<file path="src/rtl/serial_addsub_pkg.sv">
// serial_addsub_pkg: shared state encoding and add/sub mode constants for the digit-serial adder
package serial_addsub_pkg;
   typedef enum logic [1:0] {IDLE, RUN, DONE} state_t;
   localparam logic MODE_ADD = 1'b0;
   localparam logic MODE_SUB = 1'b1;
endpackage

</file>
<file path="src/rtl/serial_addsub_digit_adder.sv">
// digit_adder: DIGIT-bit combinational ripple of full adders, also exposing the carry into the MSB
module digit_adder #(
   parameter int DIGIT = 4
) (
   input  logic [DIGIT-1:0] x,
   input  logic [DIGIT-1:0] y,
   input  logic             ci,
   output logic [DIGIT-1:0] sum,
   output logic             co,
   output logic             cm
);
   logic [DIGIT:0] c;
   assign c[0] = ci;
   for (genvar i = 0; i < DIGIT; i++) begin : g_fa
      assign sum[i]   = x[i] ^ y[i] ^ c[i];
      assign c[i+1]   = (x[i] & y[i]) | (c[i] & (x[i] ^ y[i]));
   end
   assign co = c[DIGIT];
   assign cm = c[DIGIT-1];
endmodule

</file>
<file path="src/rtl/serial_addsub.sv">
// serial_addsub: digit-serial adder/subtractor, DIGIT bits per cycle, registered sum/carry/overflow
module serial_addsub
   import serial_addsub_pkg::*;
#(
   parameter int WIDTH = 16,
   parameter int DIGIT = 4
) (
   input  logic             clk,
   input  logic             rst_n,
   input  logic             start,
   input  logic             sub,
   input  logic [WIDTH-1:0] a,
   input  logic [WIDTH-1:0] b,
   input  logic             cin,
   output logic             busy,
   output logic             done,
   output logic [WIDTH-1:0] s,
   output logic             cout,
   output logic             ovf
);
   localparam int NDIG = WIDTH / DIGIT;
   localparam int IW   = NDIG > 1 ? $clog2(NDIG) : 1;
   state_t           state;
   logic [WIDTH-1:0] ar, br, sr, sr_nx;
   logic [IW-1:0]    idx;
   logic             cr, md;
   logic [DIGIT-1:0] dsum;
   logic             dco, dcm;
   digit_adder #(.DIGIT(DIGIT)) u_da (
      .x(ar[DIGIT-1:0]),
      .y(br[DIGIT-1:0]),
      .ci(cr),
      .sum(dsum),
      .co(dco),
      .cm(dcm)
   );
   // new digit enters at the top so the LSB digit ends up at the bottom after NDIG shifts
   assign sr_nx = WIDTH'({dsum, sr} >> DIGIT);
   always_ff @(posedge clk) begin
      if (!rst_n) begin
         state <= IDLE;
         busy  <= 1'b0;
         done  <= 1'b0;
         s     <= '0;
         cout  <= 1'b0;
         ovf   <= 1'b0;
         ar    <= '0;
         br    <= '0;
         sr    <= '0;
         idx   <= '0;
         cr    <= 1'b0;
         md    <= 1'b0;
      end else begin
         done <= 1'b0;
         case (state)
            IDLE, DONE: begin
               state <= start ? RUN : IDLE;
               if (start) begin
                  ar   <= a;
                  br   <= (sub == MODE_SUB) ? ~b : b;
                  cr   <= cin ^ sub;
                  md   <= sub;
                  idx  <= '0;
                  busy <= 1'b1;
               end
            end
            RUN: begin
               ar  <= ar >> DIGIT;
               br  <= br >> DIGIT;
               sr  <= sr_nx;
               cr  <= dco;
               idx <= idx + 1'b1;
               if (idx == IW'(NDIG - 1)) begin
                  state <= DONE;
                  busy  <= 1'b0;
                  done  <= 1'b1;
                  s     <= sr_nx;
                  cout  <= dco ^ md;
                  ovf   <= dco ^ dcm;
               end
            end
            default: state <= IDLE;
         endcase
      end
   end
endmodule

</file>
<file path="config.mk">
export PLATFORM = sky130hd
export DESIGN_NAME = serial_addsub
export DESIGN_NICKNAME = d
export VERILOG_FILES = /design/src/rtl/serial_addsub_pkg.sv /design/src/rtl/serial_addsub_digit_adder.sv /design/src/rtl/serial_addsub.sv
export SDC_FILE = /design/constraint.sdc
export NUM_CORES = 1
export LEC_CHECK = 0
export ABC_AREA = 1
export CAP_MARGIN = 30
export CORE_UTILIZATION = 56
export CTS_CLUSTER_SIZE = 10
export DETAILED_ROUTE_END_ITERATION = 6
export PLACE_DENSITY = 0.85
export SYNTH_ARGS = -nofsm -noshare
export SYNTH_HDL_FRONTEND = slang
export SYNTH_HIERARCHICAL = 1
export SYNTH_SLANG_ARGS = --single-unit
export TNS_END_PERCENT = 50
</file>
<file path="constraint.sdc">
create_clock -name clk -period 4 [get_ports clk]
set_input_delay 0.8 -clock clk [delete_from_list [all_inputs] [get_ports clk]]
set_output_delay 0.8 -clock clk [all_outputs]
set_load 0.05 [all_outputs]
</file>
==> out/qor.yml, run 1 <==
pwr:
  irDropWorstVdd_mv: 0.293
  p_leak_uw: 0.00183
  powerDensity_nw_per_um2: 438
layout:
  register_area_sq_um: 1400
  final_cell_mix: "nand2_1 (130), dfxtp_1 (70), inv_1 (56), clkdlybuf4s50_1 (56), nand3_1 (46)"
  synthToLayoutAreaGrowth_pct: 26.5
  multi_input_area_sq_um: 1340
  antenna_cells: 0
  final_common_cell: "nand2_1"
  fin_util_pct: 74.7
  fillCellCount: 418
  drive_above_1_share_pct: 5.47
  design_area_sq_um: 3890
  nets: 532
critical_path:
  crit_arrival_ps: 2640
  critical_path_buf_inv_count: 3
  rr_worst_depth: 8
  critPathLaunch: "sub"
  crit_type: "in -> reg"
  start_kind: "input pin"
  worstReg2RegEnd: "sr[15]"
  required_ps: 4300
  r2r_slack_ps: 1720
  path_cells: "clkdlybuf4s50_1 > inv_1 > nand2_1 > nand3_1 > nand3_1 > nand2_1 > inv_1"
  cp_max_fo: 21
  endpoint_kind: "flip-flop"
  crit_family: "buffers and inverters"
  rr_startpoint: "br[0]"
  path_depth: 7
  slowest_delay_ps: 940
  crit_slowest_cell: "clkdlybuf4s50_1"
sta:
  tightest_slew_ps: 829
  rsz0062_at_grt: "false"
  period_minus_slack_ps: 2340
  finalMaxSlewViolations: 0
  fin_crit_sh_pct: 58.5
  skew_ps: 8.87
  hold_violations: 0
  relSlewSlack_pct: 44.6
  setup_violations: 0
  fmaxAchievable_mhz: 428
  timing.setup.tns_ps: 0
synth:
  synth-xor-area-share_pct: 0.855
  synth_top_family_by_area: "simple AND/OR/NAND/NOR gates"
  synth_mux_area_share_pct: 0
  synth_seq_cells: 70
  synth_compound_area_share_pct: 9.45
  syn-cell-area_sq_um: 3070
  synth_cell_types: 21
  synth_simple_gate_area_share_pct: 30.0
  synth_adder_area_share_pct: 3.01
  seq_area_frac_synth_pct: 45.6
  syn_avg_cell_area_sq_um: 6.92
  syn-num-nets: 486
  netlist_instances: 444
  yosysWarnings: 6
cts:
  cts_buffers: 9
  cts.path.max_buffers: 2
  ctsHtreeMaxLevel: 3
  cts_sinks: 70
  postCtsHoldBufs: 0
  cts_setup_buffers: 0
  root_buffer: "clkbuf_8"
  cts_resized: 0
  clk_pin_slew_ps: 70
  cts_tree: "yes"
  clock_latency_ps: 350
min_path:
  hp-start: "sr[15]"
  holdPathStages: 2
  hold_class: "reg -> reg"
  holdPathEnd: "s[11]"
global_route:
  grt_usage_pct: 25.2
  antenna_found_initial: 0
  grt_pass1_wl_mm: 11.7
  grt_max_degree: 34
  grt_overflow: 0
  grt_pass1_vias: 2765
drt:
  route.detailed.drc: 0
  ant_nets: 0
  totalWireLength_mm: 6.62
  drt-wirelength-per-cell_microns: 11.7
  drt_first_iter_violations: 150
  viasPerCell: 5.07
  vias: 2857
  dr.pass1.iters: 5
floorplanning:
  design.core.area_sq_um: 5200
  fp.dieH_microns: 76.1
  rows: 26
  chipWidth_microns: 76.1
  ioPinCount: 57
  start_util_pct: 59.0
  dieArea_sq_um: 5790
outcome:
  status: "complete, no violations"
placed_design:
  dp_hpwl_mm: 4.30
  portBuffers: 56
  place_area_sq_um: 3630
  gp_congestion: 0.747
job:
  cap_violations: 0
how the worst max path moves through the flow:
stage | end | slack, ps
global route | cr | 1540
floorplan | sr[15] | 1900
finish | cr | 1660
global placement | cr | 1400
detailed placement | sr[5] | 1340
CTS | ovf | 1670
state kept, by name, indices dropped and copies added (netlist names):
| register | count |
|---|---|
| s | 16 |
| cr | 1 |
| ovf | 1 |
| md | 1 |
| sr | 12 |
| idx | 2 |
| done | 1 |
| ar | 16 |
| br | 16 |
| state | 2 |
| cout | 1 |
| busy | 1 |
worst min-delay path: stages, from the launching register on:
cell and delay, ps:
dfxtp_1 320, nand2_1 60, nand2_1 40
synthesized netlist by cell type (all sizes together):
| cell type | number | area, sq um |
|---|---|---|
| or2 | 1 | 6.26 |
| nor2 | 47 | 186 |
| buf | 15 | 83.8 |
| clkbuf | 9 | 33.8 |
| a211oi | 2 | 15.0 |
| a21oi | 28 | 140 |
| dfxtp | 70 | 1400 |
| fa | 4 | 80.1 |
| nand3 | 46 | 230 |
| nand2 | 132 | 500 |
| ha | 1 | 12.5 |
| xor2 | 3 | 26.3 |
| inv | 59 | 221 |
| o21ai | 27 | 135 |
metrics by stage:
step                      hold WS [ps]  total power [uW]  instances  worst slack, ps
final                              460              1700        564             1660
after global routing               482              1770        564             1540
after CTS                          464              1710        564             1670
after detailed placement           455               979        549             1340
after global placement             446               972        549             1400
after floorplan                    428               910        444             1900
report_power, final:
part           total, uW  leakage [uW]  internal (uW)  switching (uW)
Sequential           759      0.000573            737            22.6
Combinational        207       0.00113           85.3             122
Clock                738      0.000122            473             265
layout make-up:
class                      instances  share of cell area (%)
clock inverter                     6                    3.48
clock buffer                       9                    3.19
tap                               70                    2.25
timing repair buffer              59                    15.0
multi-input combinational        291                    34.3
inverter                          59                    5.70
sequential                        70                    36.0
cells by family after synthesis:
logic type,count (synthesis)
AO/OA/AOI/OAI,57
XOR/XNOR,3
adder cells (fa/ha/maj),5
buffers and inverters,83
flip-flops,70
AND/OR/NAND/NOR,226
metal layers:
metal | GRT usage (%) | part of all wire [%]
met5 | 0 | 0
met4 | 9.81 | 1.8
met2 | 47.8 | 50
met3 | 6.47 | 4.8
met1 | 26.4 | 43
(Power assumes the default switching activity.)
==> run 2, diff against run 1 <==
--- a/config.mk
+++ b/config.mk
@@ -7,10 +7,10 @@
 export LEC_CHECK = 0
 export ABC_AREA = 1
 export CAP_MARGIN = 30
-export CORE_UTILIZATION = 56
+export CORE_UTILIZATION = 47
 export CTS_CLUSTER_SIZE = 10
 export DETAILED_ROUTE_END_ITERATION = 6
-export PLACE_DENSITY = 0.85
+export PLACE_DENSITY = 0.76
 export SYNTH_ARGS = -nofsm -noshare
 export SYNTH_HDL_FRONTEND = slang
 export SYNTH_HIERARCHICAL = 1
==> constraint.sdc (replaced) <==
create_clock -name clk -period 2.1 [get_ports clk]
set_input_delay 0.42 -clock clk [delete_from_list [all_inputs] [get_ports clk]]
set_output_delay 0.42 -clock clk [all_outputs]
set_load 0.05 [all_outputs]
==> run 2 against run 1 <==
Effect of this change: via count down 2.2%; first-iteration DRC count down 13%; clock skew down 2.7 ps; register-to-register slack worse by 1700 ps; highest routed layer unchanged.
==> out/qor.yml, run 2 (synthesis results as in run 1) <==
critical_path:
  r2r_slack_ps: 40
  endpoint_kind: "flip-flop"
  crit_arrival_ps: 2310
  worstReg2RegEnd: "sr[15]"
  start_kind: "flip-flop"
  cp_max_fo: 2
  rr_startpoint: "cr"
  required_ps: 2350
  rr_worst_depth: 8
  crit_type: "reg -> reg"
floorplanning:
  dieArea_sq_um: 6870
  fp.dieH_microns: 82.9
  design.core.area_sq_um: 6310
  start_util_pct: 48.7
  chipWidth_microns: 82.9
  ioPinCount: 57
  rows: 29
global_route:
  grt_usage_pct: 20.6
  antenna_found_initial: 0
  grt_pass1_vias: 2560
  grt_overflow: 0
  grt_max_degree: 22
  grt_pass1_wl_mm: 11.3
cts:
  ctsHtreeMaxLevel: 3
  cts_buffers: 9
  cts.path.max_buffers: 2
  root_buffer: "clkbuf_8"
  clk_pin_slew_ps: 70
  postCtsHoldBufs: 0
  cts_tree: "yes"
  clock_latency_ps: 350
  cts_sinks: 70
sta:
  fin_ws_ps: 43.8
  setup_violations: 0
  hold_violations: 0
  rsz0062_at_grt: "true"
  whs_ps: 465
  finalMaxSlewViolations: 0
  fin_crit_sh_pct: 97.9
  fmaxAchievable_mhz: 486
  skew_ps: 6.12
  tightest_slew_ps: 508
  relSlewSlack_pct: 66.0
  period_minus_slack_ps: 2060
min_path:
  holdPathStages: 2
  hold_class: "reg -> reg"
  holdPathEnd: "ar[14]"
  hp-start: "ar[14]"
pwr:
  irDropWorstVdd_mv: 0.350
  powerDensity_nw_per_um2: 775
  p_leak_uw: 0.00187
layout:
  drive_above_1_share_pct: 9.09
  fillCellCount: 589
  antenna_cells: 0
  fin_util_pct: 62.6
  final_cell_mix: "nand2_1 (130), dfxtp_1 (67), clkdlybuf4s50_1 (56)"
  instances_no_fill: 583
  synthToLayoutAreaGrowth_pct: 28.5
  largestRegisters: "ar x16, br x16, s x16"
  nets: 543
  final_common_cell: "nand2_1"
drt:
  dr.pass1.iters: 4
  drt-wirelength-per-cell_microns: 11.2
  ant_nets: 0
  totalWireLength_mm: 6.52
  vias: 2793
  viasPerCell: 4.79
  drt_first_iter_violations: 131
  route.detailed.drc: 0
placed_design:
  portBuffers: 56
  post-place-cells: 566
  dp_hpwl_mm: 4.51
  dp_slack_ps: -90.9
  gp_congestion: 0.840
job:
  cap_violations: 0
outcome:
  status: "complete, no violations"
## run 2: changes by cell type in the layout (fill, tap and decap cells not counted), moves of 2 or more
cell,previous run,this run
clkinv_2,0,2
dfxtp_1,70,67
inv_1,56,54
fa_1,4,1
inv_2,3,5
fa_2,0,3
clkbuf_1,0,2
dfxtp_2,0,3
bufinv_16,4,2
buf_4,3,14
clkinvlp_4,2,0
## run 2: power by group
group	switching (uW)	internal, uW
Combinational	229	182
Clock	505	699
Sequential	44.1	1400
## run 2: routing by layer
layer | share of wire (%) | wire [microns] | track usage, %
met1 | 45 | 2950 | 24.8
met2 | 49 | 3170 | 34.0
met3 | 4.0 | 262 | 5.57
met4 | 2.1 | 140 | 10.0
met5 | 0 | 0 | 0
## run 2: worst max-delay path by stage
stage / depth (start not counted) / endpoint / slack, ps / startpoint
2_1_floorplan: 8 / sr[15] / 4 / br[0]
3_3_place_gp: 8 / sr[15] / -40 / br[0]
3_5_place_dp: 8 / sr[15] / -90 / br[0]
4_1_cts: 8 / sr[15] / 10 / br[0]
5_1_grt: 8 / sr[15] / -50 / br[0]
6_report: 8 / sr[15] / 40 / cr
## run 2: final cells by class
class	instances	area (sq um)	area share, %
clock buffer	12	145	3.67
clock inverter	4	70.1	1.77
inverter	59	221	5.61
multi-input combinational	291	1350	34.1
sequential	70	1410	35.6
tap	77	96.3	2.44
timing repair buffer	70	666	16.9
## run 2: through the flow
step           total power, uW  TNS (ps)  area (sq um)
3_3_place_gp              1870     -42.8          3710
3_5_place_dp              1880     -90.9          3710
2_1_floorplan             1730         0          3070
4_1_cts                   3070         0          3940
5_1_grt                   3220     -85.5          3950
6_report                  3060         0          3950
## run 2: what timing repair did
item,4_1_cts,5_1_grt
pin swaps,0,1
gates resized for setup,7,3
setup endpoints to repair,2,4
buffers inserted,0,1
## run 2: worst max-delay path, cell delays in order, from the launching register on
cell	delay, ps
dfxtp_2	350
fa_1	180
inv_2	40
fa_2	330
fa_2	340
inv_2	80
fa_2	450
o21ai_2	140
nor2_1	40
==> run 3, diff against run 2 <==
--- a/config.mk
+++ b/config.mk
@@ -10,6 +10,7 @@
 export CORE_UTILIZATION = 47
 export CTS_CLUSTER_SIZE = 10
 export DETAILED_ROUTE_END_ITERATION = 6
+export HOLD_SLACK_MARGIN = 0.02
 export PLACE_DENSITY = 0.76
 export SYNTH_ARGS = -nofsm -noshare
 export SYNTH_HDL_FRONTEND = slang
==> results of run 3 <==
Same layout as run 2: the final DEF is identical, and so are final timing and power.
